$ cat src/rtl/twos_comp_seq.sv
// Bit-serial two's-complement negator / pass-through.
// Takes one word per transaction and processes it LSB first, one bit per clock.
// It holds the result until the consumer takes it.
module twos_comp_seq #(
   parameter int unsigned WIDTH = 8
) (
   input  logic             t_clk,
   input  logic             r_n,
   input  logic             in_valid,
   output logic             in_ready,
   input  logic [WIDTH-1:0] in_data,
   input  logic             in_neg,
   output logic             out_valid,
   input  logic             out_ready,
   output logic [WIDTH-1:0] out_data,
   output logic             out_ovf,
   output logic             busy
);

   localparam int unsigned CW = (WIDTH > 1) ? $clog2(WIDTH) : 1;

   typedef enum logic [1:0] {
      IDLE  = 2'd0,
      SHIFT = 2'd1,
      DONE  = 2'd2
   } state_t;

   state_t           state;
   logic [WIDTH-1:0] sreg;
   logic [WIDTH-1:0] rreg;
   logic [CW-1:0]    cnt;
   logic             seen;
   logic             mode;

   logic             bit_in;
   logic             res_bit;
   logic             last;

   // Serial datapath: invert every bit after the first one seen when negating
   always_comb begin
      bit_in   = sreg[0];
      res_bit  = mode ? (bit_in ^ seen) : bit_in;
      last     = (cnt == CW'(WIDTH - 1));
      in_ready = (state == IDLE);
   end

   // Control FSM with registered datapath and status outputs
   always_ff @(posedge t_clk or negedge r_n) begin
      if (!r_n) begin
         state     <= IDLE;
         sreg      <= '0;
         rreg      <= '0;
         cnt       <= '0;
         seen      <= 1'b0;
         mode      <= 1'b0;
         out_data  <= '0;
         out_ovf   <= 1'b0;
         out_valid <= 1'b0;
         busy      <= 1'b0;
      end else begin
         case (state)
            IDLE: begin
               if (in_valid) begin
                  sreg  <= in_data;
                  mode  <= in_neg;
                  cnt   <= '0;
                  seen  <= 1'b0;
                  busy  <= 1'b1;
                  state <= SHIFT;
               end
            end
            SHIFT: begin
               sreg <= sreg >> 1;
               rreg <= {res_bit, rreg[WIDTH-1:1]};
               seen <= seen | bit_in;
               cnt  <= cnt + CW'(1);
               if (last) begin
                  out_data  <= {res_bit, rreg[WIDTH-1:1]};
                  // The only operand whose first set bit is the MSB is the most-negative value
                  out_ovf   <= mode & bit_in & ~seen;
                  out_valid <= 1'b1;
                  state     <= DONE;
               end
            end
            DONE: begin
               if (out_ready) begin
                  out_valid <= 1'b0;
                  busy      <= 1'b0;
                  state     <= IDLE;
               end
            end
            default: begin
               out_valid <= 1'b0;
               busy      <= 1'b0;
               state     <= IDLE;
            end
         endcase
      end
   end

endmodule

$ cat config.mk
export PLATFORM = sky130hd
export DESIGN_NAME = twos_comp_seq
export DESIGN_NICKNAME = d
export VERILOG_FILES = /design/src/rtl/twos_comp_seq.sv
export SDC_FILE = /design/constraint.sdc
export NUM_CORES = 1
export LEC_CHECK = 0
export CELL_PAD_IN_SITES_DETAIL_PLACEMENT = 1
export CELL_PAD_IN_SITES_GLOBAL_PLACEMENT = 1
export CORE_ASPECT_RATIO = 2
export CORE_MARGIN = 8
export CORE_UTILIZATION = 34
export DETAILED_ROUTE_END_ITERATION = 10
export PLACE_DENSITY_LB_ADDON = 0.1
export SETUP_SLACK_MARGIN = 0.3
export SLEW_MARGIN = 20
export SYNTH_ARGS = -nofsm -noshare
export SYNTH_HDL_FRONTEND = slang
export SYNTH_SLANG_ARGS = --single-unit
$ cat constraint.sdc
create_clock -name t_clk -period 1.7 [get_ports t_clk]
set_clock_uncertainty 0.15 [all_clocks]
set_input_delay 0.34 -clock t_clk [delete_from_list [all_inputs] [get_ports t_clk]]
set_output_delay 0.34 -clock t_clk [all_outputs]
set_load 0.01 [all_outputs]
==> flow_summary.json, run 1 <==
{
  "clockBufferDepth": 2,
  "cts_tree": "yes",
  "p_int_mw": 2.17,
  "max_cap_viol_count": 0,
  "io_buffers": 24,
  "final_cell_area_um2": 1910,
  "setup_violations": 0,
  "synthMuxAreaShare_pct": 7.16,
  "vias": 1058,
  "wl_met1_um": 1470,
  "synth_top_area_share_pct": 59.1,
  "ff2ff_path_depth": 5,
  "syn_to_final_growth_pct": 37.0,
  "clockPowerShare_pct": 16.9,
  "status": "finished clean",
  "htree_num_levels": 2,
  "dpl.cell_count": 205,
  "worstSetupPathType": "flop to flop",
  "regArea_um2": 826,
  "final_layout_size_suffix_gt1_share_pct": 31.5,
  "grt_pass1_vias": 1168,
  "setup_ws_ns": 0.0273,
  "gp_congestion": 0.694,
  "pwr-share-comb_pct": 42.1,
  "cellLeakagePower_nw": 0.919,
  "powerDensity_nw_per_um2": 1760,
  "cts_buffers": 5,
  "num_antenna_cells": 0,
  "grt_overflow": 0,
  "rows": 33,
  "die_area_um2": 6540,
  "fillCellCount": 464,
  "finalHoldViolations": 0,
  "clk-insertion-delay-late_ns": 0.28,
  "start_util_pct": 34.9,
  "fin_crit_sh_pct": 98.4,
  "avgViaCountPerCell": 4.81,
  "die_w_um": 61.3,
  "netlist_instances": 131,
  "yosys_warnings": 0,
  "top_layer_used": "met4",
  "clockRootBuffer": "clkbuf_8",
  "drt_iter0_markers": 14,
  "final_common_cell": "dfrtp_1",
  "yosys.area_share.simple_pct": 16.8,
  "pin_count": 25,
  "min_period_ns": 1.67,
  "first_pass_iters": 3,
  "hold_path_class": "input pin to async pin",
  "grt_pass1_wl_um": 5650,
  "clkTransAtPathRegs_ns": 0.07,
  "postLayoutCoreUtil_pct": 47.8,
  "wl_met3_um": 154,
  "cp.arrival_ns": 1.68,
  "yosys-top-cells-area": "dfrtp_1 (59%), nand2_1 (7.5%), mux2_2 (6.4%), nor2_1 (3.8%), a211oi_1 (3.2%)",
  "dp_hpwl_um": 2170,
  "synth_top_family_by_area": "simple AND/OR/NAND/NOR gates",
  "wl_met2_um": 1640,
  "yosys.area.top_type": "dfrtp_1",
  "synth_seq_cells": 33,
  "ir_drop_v": 0.000866,
  "drv_slew": 0,
  "dpl_cell_area_um2": 1770,
  "path_max_fanout": 9,
  "sw_frac_of_total_pct": 35.3,
  "path_cells": "ha_2 > ha_4 > nand3b_1 > buf_12 > mux2_2",
  "netlist_area_um2": 1400,
  "track_usage_pct": 11.4,
  "fin_hold_ws_ns": 0.275,
  "worstMarginPinSlew_ns": 0.406,
  "final_cells": 220,
  "antenna_found_initial": 0,
  "p_seq_share_pct": 41.0,
  "start_kind": "flop",
  "grt_max_degree": 34,
  "required_ns": 1.71,
  "synth-compound-area-share_pct": 10.7,
  "rrSetupSlack_ns": 0.03,
  "slew_headroom_pct": 72.9,
  "routedWlPerCell_um": 15.0,
  "pre_cts_slack_ns": -0.0862,
  "multiInputGateArea_um2": 608,
  "drc": 0,
  "drt-total-wl_um": 3300,
  "synthXorXnorAreaFrac_pct": 0,
  "critPathMaxStageDelay_ns": 0.40,
  "max_freq_mhz": 598,
  "core_um2": 4010,
  "slowest_stage": "dfrtp_1",
  "ys_types": 27,
  "ant_nets": 0,
  "fp.dieH_um": 107,
  "syn_nets": 147,
  "endpoint_kind": "flop",
  "layout_common_cells": "dfrtp_1 (33), nand2_1 (26), nor2_1 (13)",
  "clkSinkCount": 33,
  "switching_power_mw": 1.19,
  "synth_fa_ha_area_share_pct": 2.69,
  "synth_area_per_cell_um2": 10.7,
  "seq_area_frac_synth_pct": 59.1,
  "final_nets": 183,
  "rsz0062_at_grt": "true"
}
## flip-flops by register name, indices dropped and copies added, names as in the netlist
name / cells
busy: 1
cnt: 3
out_ovf: 1
mode: 1
state: 2
out_data: 8
seen: 1
rreg: 7
out_valid: 1
sreg: 8
## area by class of cell
class                      count  share of cell area [%]
clock inverter                 3                   0.915
timing repair buffer          37                    16.8
clock buffer                   5                    3.59
multi-input combinational     88                    31.8
sequential                    33                    43.1
tap                           52                    3.40
inverter                       2                   0.392
## metrics by stage
step                      power (mW)  setup TNS, ns
after floorplan                 2.20              0
after global placement          2.72              0
after detailed placement        2.78         -0.224
after CTS                       3.35              0
after global routing            3.66        -0.0469
final                           3.36              0
## cells in the mapped netlist
master    instances
a211oi_1          6
a21oi_1           2
a22o_1            2
a32o_1            1
and2b_1           1
buf_2             5
buf_4             1
clkbuf_1          1
clkbuf_2          1
dfrtp_1          33
ha_1              3
inv_1             2
mux2_2            8
mux2i_1           1
nand2_1          28
nand2b_1          3
nand3b_1          2
nor2_1           14
nor2b_1           1
nor3_1            6
o21ai_0           4
o21ai_1           1
o21ba_2           1
o21bai_1          1
o221a_2           1
o22ai_1           1
o31ai_1           1
## power groups by stage
stage / registers (mW) / clock network (mW) / logic, mW
floorplan: 1.41 / 0 / 0.793
global placement: 1.38 / 0 / 1.34
detailed placement: 1.40 / 0 / 1.38
CTS: 1.38 / 0.597 / 1.37
global route: 1.43 / 0.630 / 1.59
finish: 1.38 / 0.568 / 1.42
## worst max-delay path, delay by kind of cell (launching register included)
kind                     cells  cell delay, ns
AND/OR/NAND/NOR              1            0.16
multiplexers                 1            0.33
adder cells (fa/ha/maj)      2            0.36
buffers and inverters        1            0.16
flip-flops                   1            0.40
## logic make-up after synthesis
kind of cell,Yosys count
AND/OR/NAND/NOR,55
flip-flops,33
AO/OA/AOI/OAI,21
buffers and inverters,10
multiplexers,9
adder cells (fa/ha/maj),3
## worst paths after layout
| path | from | end |
|---|---|---|
| max | cnt[0]$_DFFE_PN0P_ | out_data[1]$_DFFE_PN0P_ |
| min in group t_clk | seen$_DFFE_PN0P_ | out_ovf$_DFFE_PN0P_ |
| max reg2reg | cnt[0]$_DFFE_PN0P_ | out_data[1]$_DFFE_PN0P_ |
| min | r_n | sreg[5]$_DFFE_PN0P_ |
| min reg2reg | seen$_DFFE_PN0P_ | out_ovf$_DFFE_PN0P_ |
| max in group asynchronous | r_n | out_data[1]$_DFFE_PN0P_ |
## metal layers
layer / up-vias / GRT usage, %
li1: 516 / -
met1: 518 / 13.8
met2: 20 / 17.9
met3: 4 / 3.60
met4: 0 / 4.43
met5: - / 0
## what timing repair did
item | in CTS | in global routing
setup endpoints to repair | 31 | 29
pin swaps | 0 | 2
hold buffers | 0 | 0
gates resized for setup | 38 | 26
buffers inserted | 3 | 4
Note: power is estimated with default switching activity, not from simulation.
==> inputs of run 2 (changes only) <==
Settings changed: CTS_CLUSTER_DIAMETER set to 120.
==> results of run 2 <==
Final layout, timing and power as in run 1 (identical DEF).
